**config.mk**
```make
export PLATFORM = sky130hd
export DESIGN_NAME = bram_copy_master
export DESIGN_NICKNAME = d
export VERILOG_FILES = /design/src/rtl/bram_copy_master.sv
export SDC_FILE = /design/constraint.sdc
export NUM_CORES = 1
export LEC_CHECK = 0
export ABC_AREA = 1
export CAP_MARGIN = 20
export CORE_AREA = 2 2 94 96
export CTS_CLUSTER_SIZE = 40
export DETAILED_ROUTE_END_ITERATION = 12
export DIE_AREA = 0 0 96 98
export MAX_ROUTING_LAYER = met4
export PLACE_DENSITY = 0.85
export REMOVE_ABC_BUFFERS = 1
export SYNTH_ARGS = -nofsm -noshare
export SYNTH_HDL_FRONTEND = slang
export SYNTH_SLANG_ARGS = --single-unit
```
**constraint.sdc**
```tcl
create_clock -name clk -period 2.3 [get_ports clk]
set_clock_uncertainty 0.1 [all_clocks]
set_input_delay 0.575 -clock clk [delete_from_list [all_inputs] [get_ports clk]]
set_output_delay 0.575 -clock clk [all_outputs]
set_load 0.005 [all_outputs]
```
**src/rtl/bram_copy_master.sv**
```systemverilog
// bram_copy_master
//   Simple DMA engine that copies a block of words from one address range to
//   another over the shared single-port memory bus.
//   Each word is handled as READ (address out), WAIT (read_latency cycles),
//   then WRITE (strobe out). That gives read_latency+2 cycles per word.
//   The copy always runs in ascending address order.
//
// Parameters
//   data_width    bus data word width
//   address_width bus address width; pointers wrap modulo 2^address_width
//   len_width     width of the word-count input
//   read_latency  cycles from read address to valid bus_rdata (1..4)
//
// Ports
//   clk, reset_n           clock, asynchronous active-low reset
//   start                  one-cycle launch pulse, accepted only when idle
//   src_addr, dst_addr     first source / destination word address
//   length                 number of words to copy (0 finishes immediately)
//   abort                  stops an active copy without a done pulse
//   busy                   high while words are being moved
//   done                   one-cycle pulse on normal completion
//   bus_addr, bus_wr       bus address and write strobe
//   bus_wdata, bus_rdata   bus write / read data
//   checksum               running sum of copied words (only with the macro)
//
// Optional feature: define BRAM_COPY_CHECKSUM_EN to add the checksum output.

module bram_copy_master #(
  parameter int data_width    = 8,
  parameter int address_width = 16,
  parameter int len_width     = 16,
  parameter int read_latency  = 1
) (
  input  logic                     clk,
  input  logic                     reset_n,
  input  logic                     start,
  input  logic [address_width-1:0] src_addr,
  input  logic [address_width-1:0] dst_addr,
  input  logic [len_width-1:0]     length,
  input  logic                     abort,
  output logic                     busy,
  output logic                     done,
  output logic [address_width-1:0] bus_addr,
  output logic                     bus_wr,
  output logic [data_width-1:0]    bus_wdata,
  input  logic [data_width-1:0]    bus_rdata
`ifdef BRAM_COPY_CHECKSUM_EN
  ,
  output logic [data_width-1:0]    checksum
`endif
);

  typedef enum logic [2:0] {IDLE, READ, WAIT, WRITE, FINISH} state_t;

  localparam logic [1:0]               LAT_INIT = 2'(read_latency - 1);
  localparam logic [address_width-1:0] ADDR_ONE = {{(address_width-1){1'b0}}, 1'b1};
  localparam logic [len_width-1:0]     LEN_ONE  = {{(len_width-1){1'b0}}, 1'b1};

  state_t                   state, state_nxt;
  logic [address_width-1:0] src_ptr, dst_ptr;
  logic [len_width-1:0]     remaining;
  logic [1:0]               lat_cnt;
  logic [data_width-1:0]    capture;
  logic                     accept;

  // Pointer increment wraps naturally at the address width.
  function automatic logic [address_width-1:0] addr_inc(input logic [address_width-1:0] a);
    return a + ADDR_ONE;
  endfunction

  // Abort takes priority over a start that arrives in the same idle cycle.
  assign accept = (state == IDLE) && start && !abort;

  always_ff @(posedge clk or negedge reset_n) begin
    if (!reset_n) begin
      state <= IDLE;
    end else begin
      state <= state_nxt;
    end
  end

  always_comb begin
    state_nxt = state;
    unique case (state)
      IDLE:   if (accept) state_nxt = (length == '0) ? FINISH : READ;
      READ:   state_nxt = WAIT;
      WAIT:   if (lat_cnt == 2'd0) state_nxt = WRITE;
      WRITE:  state_nxt = (remaining == LEN_ONE) ? FINISH : READ;
      FINISH: state_nxt = IDLE;
      default: state_nxt = IDLE;
    endcase
    if (state != IDLE && abort) state_nxt = IDLE;
  end

  // Bus outputs decode straight from state so an asynchronous reset clears
  // the write strobe immediately.
  always_comb begin
    busy      = 1'b0;
    done      = 1'b0;
    bus_wr    = 1'b0;
    bus_addr  = '0;
    bus_wdata = '0;
    unique case (state)
      READ, WAIT: begin
        busy     = 1'b1;
        bus_addr = src_ptr;
      end
      WRITE: begin
        busy      = 1'b1;
        bus_wr    = 1'b1;
        bus_addr  = dst_ptr;
        bus_wdata = capture;
      end
      FINISH:  done = 1'b1;
      default: ;
    endcase
  end

  always_ff @(posedge clk or negedge reset_n) begin
    if (!reset_n) begin
      src_ptr   <= '0;
      dst_ptr   <= '0;
      remaining <= '0;
      lat_cnt   <= '0;
      capture   <= '0;
    end else begin
      unique case (state)
        IDLE: begin
          if (accept) begin
            src_ptr   <= src_addr;
            dst_ptr   <= dst_addr;
            remaining <= length;
          end
        end
        READ: lat_cnt <= LAT_INIT;
        WAIT: begin
          // Counter reaching zero marks the cycle where bus_rdata is valid.
          if (lat_cnt == 2'd0) capture <= bus_rdata;
          else                 lat_cnt <= lat_cnt - 2'd1;
        end
        WRITE: begin
          src_ptr   <= addr_inc(src_ptr);
          dst_ptr   <= addr_inc(dst_ptr);
          remaining <= remaining - LEN_ONE;
        end
        default: ;
      endcase
    end
  end

`ifdef BRAM_COPY_CHECKSUM_EN
  always_ff @(posedge clk or negedge reset_n) begin
    if (!reset_n) begin
      checksum <= '0;
    end else if (accept) begin
      checksum <= '0;
    end else if (state == WRITE) begin
      checksum <= checksum + capture;
    end
  end
`endif

endmodule

```
==> impl_results.md, run 1 <==
* Outcome: finished with violations
* Failing checks: negative setup slack
* Fin. max-slew vios at 0
* Core Region at 8470 µm²
* Routability cong. at 0.966
* Top FF cell, synth: dfrtp_1
* Die X at 96 µm
* Power Density at 1170 nW/µm²
* Clk slew on worst S/H paths at 0.08 ns
* Required time worst endpoint at 1.62 ns
* Initial DRC Count at 307
* Worst Path Max Fanout at 16
* Chip height at 98 µm
* R2R setup slack at 0.26 ns
* Worst slack, placed at -0.0106 ns
* # fillers at 740
* Clk sinks at 61
* Clk Latency, worst-skew pair at 0.34 ns
* Final setup violation count at 5
* Diodes inserted at 0
* Fin crit period at 2.33 ns
* Starting Density at 49.9%
* Netlist cell types at 31
* Number of max-cap violations at 0
* Synth area leaders: dfrtp_1 36%, nand2_1 17%, nor2_1 9.1%
* Post-route clock period utilization at 102%
* Combined area of the multi-input logic cells at 2290 µm²
* Buffers on Ports at 86
* R2r endpoint: dst_ptr[10]$_DFFE_PN0P_
* Vias/cell at 5.39
* I/O Pins at 87
* Mapped Avg Cell Area at 6.57 µm²
* Clock Path Buffers at 2
* Pre-antenna DRT Iters at 5
* Syn-to-layout area delta at 33.0%
* Reg area at 1530 µm²
* Root Buffer: clkbuf_8
* Headroom to the max-slew limit at 65.5%
* Final Hold Violating Endpoints at 0
* Site row count at 34
* Ys async rst share at 100%
* Largest stage delay, worst path at 0.43 ns
* R2R cell count at 9
* Critical path capture point type: output pin
* Largest area contributor in the synthesized netlist: dfrtp_1
* Flops & latches, synth at 61
* Yosys top cell area share at 36.1%
* Worst vdd ir at 484 µV
* Hpwl dp at 8870 µm
* Final worst setup slack at -0.0345 ns
* Synthesized cell area at 4230 µm²
* LEAKAGE at 2.71 nW
* Final-stage net count at 816
* CTS Buf Count at 9
* Cells after Synth at 643
* Classification of the worst setup path: reg2out
* Sequential element share of the synthesized area at 36.1%
* Arrival time worst endpoint at 1.66 ns
* Fmax at 428 MHz
* Number of synthesized flops with an enable pin at 0
* H-tree Lvls at 3
* Commonest cells post-synth: 192 x nand2_1, 102 x nor2_1, 72 x inv_1
* First-pass GRT wire length at 20300 µm
* CP most frequent cell: nor2_2
* Most common cell in the netlist: nand2_1
* Hold Crit Class: in2async
* Final std cells w/o fill at 863
* Routed Antenna Nets at 0
* RSZ-0062 raised after global routing: true
* Total GRT Usage at 28.1%
* Initial antenna violation count at 0
* Vias at 4650
* DR WL/cell at 14.7 µm
* Area of the die at 9410 µm²
* Final wirelength at 12700 µm
* Worst-margin pin slew at 0.516 ns
* Critical-path top delay cell: dfrtp_1
* CP cell instances: nor2_2 > nor2_2 > o21ai_2 > buf_12 > buf_4 > o22ai_2 > buf_2
* Yosys warnings at 0
* Share of cells above drive strength 1 at 12.6%
* DRC at 0
* Reg-to-reg startpoint: state[1]$_DFFE_PN0P_
* CTS tree: built
* Largest net degree at the start of global routing at 42
* Post-placement cell count at 832
* Gr ovfl total at 0
* Vias in the first global route at 4546
* Crit start category: flip-flop
==> where the power goes <==
group | switching, W | total, W | internal [W]
Clock | 0.000440 | 0.00121 | 0.000772
Sequential | 0.000501 | 0.00209 | 0.00159
Combinational | 0.00196 | 0.00327 | 0.00131
Total | 0.00290 | 0.00657 | 0.00368
==> routing by layer <==
metal  wire (µm)  global-route usage, %  up-vias
li1            -                      -     2291
met1        5270                   34.8     2133
met2        6150                   45.6      192
met3         884                   5.56       34
met4         351                   9.34        0
met5           0                      -        -
==> critical path: cells and delay by family, from the launching register on <==
kind / cells / cell delay (ns)
buffers and inverters: 3 / 0.44
AND/OR/NAND/NOR: 2 / 0.25
AO/OA/AOI/OAI: 2 / 0.20
flip-flops: 1 / 0.43
==> final cells by class <==
cell class                 count  area share [%]
multi-input combinational    481            40.8
inverter                      79            5.41
tap                          108            2.41
clock inverter                 4            1.69
timing repair buffer         119            19.8
clock buffer                  11            2.69
sequential                    61            27.2
==> through the flow <==
stage	setup TNS (ns)	utilization [%]	hold WS, ns	total power, W	cell area, µm²
5_1_grt	-0.524	66.4	0.0771	0.00710	5620
3_5_place_dp	-0.0173	61.6	0.403	0.00516	5220
3_3_place_gp	0	61.6	0.388	0.00506	5220
4_1_cts	-0.0857	65.9	0.0697	0.00643	5580
2_1_floorplan	-0.718	-	0.179	0.00390	4050
6_report	-0.0872	66.4	0.0621	0.00657	5620
==> cells in the final DEF (no fill, tap or decap), drive strengths merged, types with 3 or more instances in the layout <==
cell type	count
o22ai	20
nor3	3
dlygate4sd2	10
dfrtp	61
nand3b	3
nand4	12
o21ai	46
a31oi	5
inv	79
o211ai	9
a21oi	11
ha	5
bufinv	3
nand3	58
clkbuf	15
nand2	194
buf	44
nor2	108
clkdlybuf4s50	58
==> worst max path at each step <==
stage / start / to / cells after the start
3_5_place_dp: state[0]$_DFFE_PN0P_ / bus_addr[1] / 6
6_report: state[0]$_DFFE_PN0P_ / bus_addr[12] / 7
3_3_place_gp: state[0]$_DFFE_PN0P_ / bus_addr[9] / 6
2_1_floorplan: state[2]$_DFFE_PN0P_ / bus_addr[0] / 5
4_1_cts: state[1]$_DFFE_PN0P_ / busy / 5
5_1_grt: state[0]$_DFFE_PN0P_ / bus_addr[1] / 7
==> registers in the layout (all words and copies together), names as in the netlist <==
register	cells
state	3
dst_ptr	16
lat_cnt	2
remaining	16
src_ptr	16
capture	8
==> repair_timing <==
action | CTS | global route
gates cloned | 0 | 0
resized for setup | 51 | 39
buffers inserted | 12 | 4
pin swaps | 1 | 2
endpoints found under the setup margin | 26 | 20
hold buffers | 0 | 0
endpoints found under the hold margin | 0 | 0
==> logic make-up (layout without fill, tap and decap cells) <==
family	count (synthesis)	count (layout)	synth area share [%]
simple gates	379	379	37.7
buf+inv	101	213	11.3
compound gates	93	93	12.6
flops	61	61	36.1
fa+ha+maj	5	5	1.48
xor+xnor	4	4	0.829
Note: power is estimated with default switching activity, not from simulation.
==> inputs of run 2 (changes only) <==
ABC_AREA = not set   (was 1)
CORE_AREA = 2 2 98 100   (was 2 2 94 96)
DIE_AREA = 0 0 100 102   (was 0 0 96 98)
PLACE_DENSITY = 0.71   (was 0.85)
==> impl_results.md, run 2 <==
* Outcome: did not finish
* Failed at: 5_2_route
* Tool Error: [ERROR DRT-0255] Maze Route cannot find path of net clk in worker of routeBox ( 48300 0 ) ( 100000 48300 ).
* Number of synthesized flops with an enable pin at 0
* Netlist cell types at 48
* Buffers on Ports at 86
* Ys async rst share at 100%
* Top FF cell, synth: dfrtp_1
* CTS Buf Count at 9
* Commonest cells post-synth: 61 x dfrtp_1, 54 x nand2_1, 44 x nor2_1
* Initial antenna violation count at 0
* Most common cell in the netlist: dfrtp_1
* Largest net degree at the start of global routing at 42
* Largest area contributor in the synthesized netlist: dfrtp_1
* Vias in the first global route at 3603
* H-tree Lvls at 3
* Sequential element share of the synthesized area at 43.0%
* Mapped Avg Cell Area at 8.65 µm²
* Site row count at 35
* Synth area leaders: dfrtp_1 43%, nand2_1 5.7%, nor2_1 4.7%
* Yosys warnings at 0
* Root Buffer: clkbuf_8
* I/O Pins at 87
* Routability cong. at 0.904
* Hpwl dp at 7600 µm
* Total GRT Usage at 23.0%
* Die X at 100 µm
* Clock Path Buffers at 2
* First-pass GRT wire length at 17800 µm
* Flops & latches, synth at 61
* Gr ovfl total at 0
* Cts hold-fix bufs at 0
* Chip height at 102 µm
* Synthesized cell area at 3550 µm²
* Cells after Synth at 410
* Yosys top cell area share at 43.0%
* Starting Density at 38.9%
* Clk sinks at 61
[run 2: changes by cell type after synthesis, moves of 15 or more]
| cell | previous run | this run |
|---|---|---|
| nand2_1 | 192 | 54 |
| inv_1 | 72 | 12 |
| nor2_1 | 102 | 44 |
| nand3_1 | 57 | 20 |
| clkbuf_1 | 0 | 25 |
| o22ai_1 | 20 | 3 |
| o21ai_0 | 30 | 15 |
[run 2: stage by stage]
| step | setup slack (ns) | cells | hold slack [ns] | instance area, µm² |
|---|---|---|---|---|
| 4_1_cts | -0.204 | 644 | 0.0909 | 5110 |
| 3_5_place_dp | -0.0154 | 613 | 0.391 | 4750 |
| 3_3_place_gp | -0.0166 | 613 | 0.380 | 4750 |
| 5_1_grt | -0.181 | 647 | 0.102 | 5130 |
| 2_1_floorplan | -0.975 | 384 | 0.179 | 3450 |
[run 2: cells by family after synthesis]
kind of cell | count (synthesis) | synth area share, %
buffers and inverters | 38 | 4.02
XOR/XNOR | 1 | 0.247
AO/OA/AOI/OAI | 112 | 22.7
AND/OR/NAND/NOR | 183 | 25.1
flip-flops | 61 | 43.0
multiplexers | 10 | 3.14
adder cells (fa/ha/maj) | 5 | 1.76
[run 2: what timing repair did]
| item | 4_1_cts | 5_1_grt |
|---|---|---|
| resized for setup | 86 | 40 |
| setup endpoints to repair | 27 | 31 |
| pin swaps | 9 | 8 |
| cloned | 2 | 0 |
| buffers inserted | 13 | 4 |
[run 2: metal layers]
metal / GRT usage [%]
met2: 37.1
met1: 29.7
met3: 4.72
met5: -
met4: 6.43
==> inputs of run 3 (changes only) <==
CORE_AREA = 2 2 123 125   (was 2 2 98 100)
CTS_CLUSTER_SIZE = not set   (was 40)
DIE_AREA = 0 0 125 127   (was 0 0 100 102)
MAX_ROUTING_LAYER = not set   (was met4)
PLACE_DENSITY = not set   (was 0.71)
PLACE_DENSITY_LB_ADDON = 0.15   (was not set)
==> impl_results.md, run 3 <==
* Most common cell in the netlist: dfrtp_1
* Top flop regs: dst_ptr: 16 flops, remaining: 16 flops, src_ptr: 16 flops
* Buffers on Ports at 86
* Logic pwr share at 33.1%
* R2r endpoint: state[2]$_DFFE_PN0P_
* CTS Buf Count at 9
* Fmax at 426 MHz
* Die X at 125 µm
* Final setup violation count at 12
* Worst-margin pin slew at 0.392 ns
* H-tree Lvls at 3
* Clk sinks at 61
* R2R cell count at 5
* Netlist cell types at 48
* Gr ovfl total at 0
* Initial DRC Count at 185
* Internal Pwr Total at 0.00327 W
* Fin. max-slew vios at 0
* Post-route clock period utilization at 102%
* Number of synthesized flops with an enable pin at 0
* Routed Antenna Nets at 0
* Crit start category: flip-flop
* First-pass GRT wire length at 19200 µm
* Vias in the first global route at 3614
* Final-stage net count at 596
* Compound-cell area share of the yosys netlist at 22.7%
* Final Hold Violating Endpoints at 0
* Sequential power share at 38.1%
* Largest net degree at the start of global routing at 62
* DR WL/cell at 16.7 µm
* Final worst setup slack at -0.0451 ns
* Syn-to-layout area delta at 50.0%
* Starting Density at 24.6%
* Hold Crit Class: in2async
* Headroom to the max-slew limit at 73.6%
* Mapped Avg Cell Area at 8.65 µm²
* Arrival time worst endpoint at 1.67 ns
* Sequential element share of the synthesized area at 43.0%
* Worst vdd ir at 409 µV
* Synth area leaders: dfrtp_1 43%, nand2_1 5.7%, nor2_1 4.7%
* Clock network fraction of total power at 28.8%
* Failing checks: negative setup slack
* Ys async rst share at 100%
* Worst slack, placed at -0.0145 ns
* Post-synthesis mux area share at 3.14%
* Reg-to-reg startpoint: remaining[11]$_DFFE_PN0P_
* Commonest non-fill, non-tap cell in the layout: dfrtp_1
* Outcome: finished with violations
* Diodes inserted at 0
* Largest area contributor in the synthesized netlist: dfrtp_1
* Cells after Synth at 410
* DP Area at 4820 µm²
* Total GRT Usage at 15.1%
* Post-synthesis adder-cell area fraction at 1.76%
* Highest-count cells in the layout ignoring fill and taps: 61 x dfrtp_1, 60 x clkdlybuf4s50_1, 51 x nand2_1, 42 x nor2_1, 33 x buf_4
* DRC at 0
* Final wirelength at 12100 µm
* Clock Path Buffers at 2
* RSZ-0062 raised after global routing: true
* Root Buffer: clkbuf_16
* Top FF cell, synth: dfrtp_1
* I/O Pins at 87
* Routability cong. at 0.793
* CTS tree: built
* Chip height at 127 µm
* Classification of the worst setup path: reg2out
* NetSw at 0.00168 W
* Flops & latches, synth at 61
* Cts hold-fix bufs at 0
* Hold_ws at 0.128 ns
* Vias/cell at 5.10
* Worst Path Max Fanout at 4
* Post-synthesis xor/xnor area fraction at 0.247%
* Yosys top cell area share at 43.0%
* Commonest cells post-synth: 61 x dfrtp_1, 54 x nand2_1, 44 x nor2_1
* Initial antenna violation count at 0
* R2R setup slack at 0.09 ns
* Hpwl dp at 7990 µm
* Area of the die at 15900 µm²
* Site row count at 44
* Sw frac at 33.9%
* Synthesized cell area at 3550 µm²
* Vias at 3674
* Yosys warnings at 0
* LEAKAGE at 2.22 nW
* Clk Latency, worst-skew pair at 0.33 ns
* Design area at 5320 µm²
* TNS Setup at -0.363 ns
* Largest family of logic cells by synthesized area: simple AND/OR/NAND/NOR gates
* Required time worst endpoint at 1.62 ns
* Critical path capture point type: output pin
* Clk slew on worst S/H paths at 0.06 ns
* Simple-gate portion of the synthesized area at 25.1%
* Number of max-cap violations at 0
* Pre-antenna DRT Iters at 4
* Power Density at 930 nW/µm²
* Share of cells above drive strength 1 at 22.2%
* Fin crit period at 2.35 ns
* Core Region at 14400 µm²
==> run 3: cell counts after synthesis <==
Identical to the previous run, type by type.
==> run 3: how the worst max path moves through the flow <==
stage,startpoint,endpoint,slack (ns),cells past startpoint
after floorplan,state[0]$_DFFE_PN0P_,dst_ptr[11]$_DFFE_PN0P_,-0.98,6
after global placement,state[1]$_DFFE_PN0P_,bus_addr[4],-0.03,6
final,state[0]$_DFFE_PN0P_,bus_addr[15],-0.05,8
after CTS,state[0]$_DFFE_PN0P_,bus_addr[15],-0.08,8
after detailed placement,state[1]$_DFFE_PN0P_,bus_addr[4],-0.01,6
after global routing,state[1]$_DFFE_PN0P_,bus_addr[15],-0.14,8
==> run 3: area by class of cell <==
class                   count  area (µm²)
well taps                 184         230
multi-input cells         311        1920
clock buffers              12         267
flip-flops and latches     61        1530
fillers                  1499        9110
inverters                  12        45.0
repair buffers            136        1280
clock inverters             4        45.0
==> run 3: power groups by stage <==
| stage | sequential [W] | clock (W) | combinational, W |
|---|---|---|---|
| 3_3_place_gp | 0.00187 | 0 | 0.00151 |
| 3_5_place_dp | 0.00188 | 0 | 0.00153 |
| 5_1_grt | 0.00196 | 0.00150 | 0.00181 |
| 6_report | 0.00188 | 0.00142 | 0.00164 |
| 4_1_cts | 0.00187 | 0.00145 | 0.00166 |
| 2_1_floorplan | 0.00180 | 0 | 0.000807 |
==> run 3: routing by layer <==
| layer | wire (µm) | GRT usage (%) | up-vias |
|---|---|---|---|
| met5 | 0 | 0 | - |
| met4 | 109 | 4.25 | 0 |
| met3 | 541 | 3.39 | 9 |
| met2 | 5640 | 24.8 | 98 |
| met1 | 5760 | 20.1 | 1778 |
| li1 | - | - | 1789 |
==> run 3: critical path, cell delays in order (launching register included) <==
cell	delay, ns
dfrtp_1	0.42
xnor2_2	0.25
nor2_4	0.09
buf_16	0.15
buf_6	0.11
buf_6	0.10
nand2_1	0.05
nand2_1	0.05
buf_2	0.12
==> run 3: cell families (layout without fill, tap and decap cells) <==
family,Yosys count,in the layout
XOR/XNOR,1,1
multiplexers,10,10
adder cells (fa/ha/maj),5,5
buffers and inverters,38,164
flip-flops,61,61
AND/OR/NAND/NOR,183,183
AO/OA/AOI/OAI,112,112
==> run 3: metrics by stage <==
step | std cells | power, W | util (%)
CTS | 720 | 0.00498 | 36.9
global placement | 686 | 0.00339 | 33.4
finish | 720 | 0.00495 | 36.9
global route | 720 | 0.00527 | 36.9
floorplan | 384 | 0.00260 | -
detailed placement | 686 | 0.00342 | 33.4
==> run 3: what timing repair did <==
| action | in CTS | in global routing |
|---|---|---|
| setup buffers | 15 | 0 |
| gates cloned | 3 | 0 |
| pin swaps | 17 | 8 |
| setup endpoints to repair | 26 | 25 |
| gates resized for setup | 100 | 8 |
==> inputs of run 4 (changes only) <==
CAP_MARGIN = 10   (was 20)
==> results of run 4 <==
Final layout, timing and power as in run 3 (identical DEF).
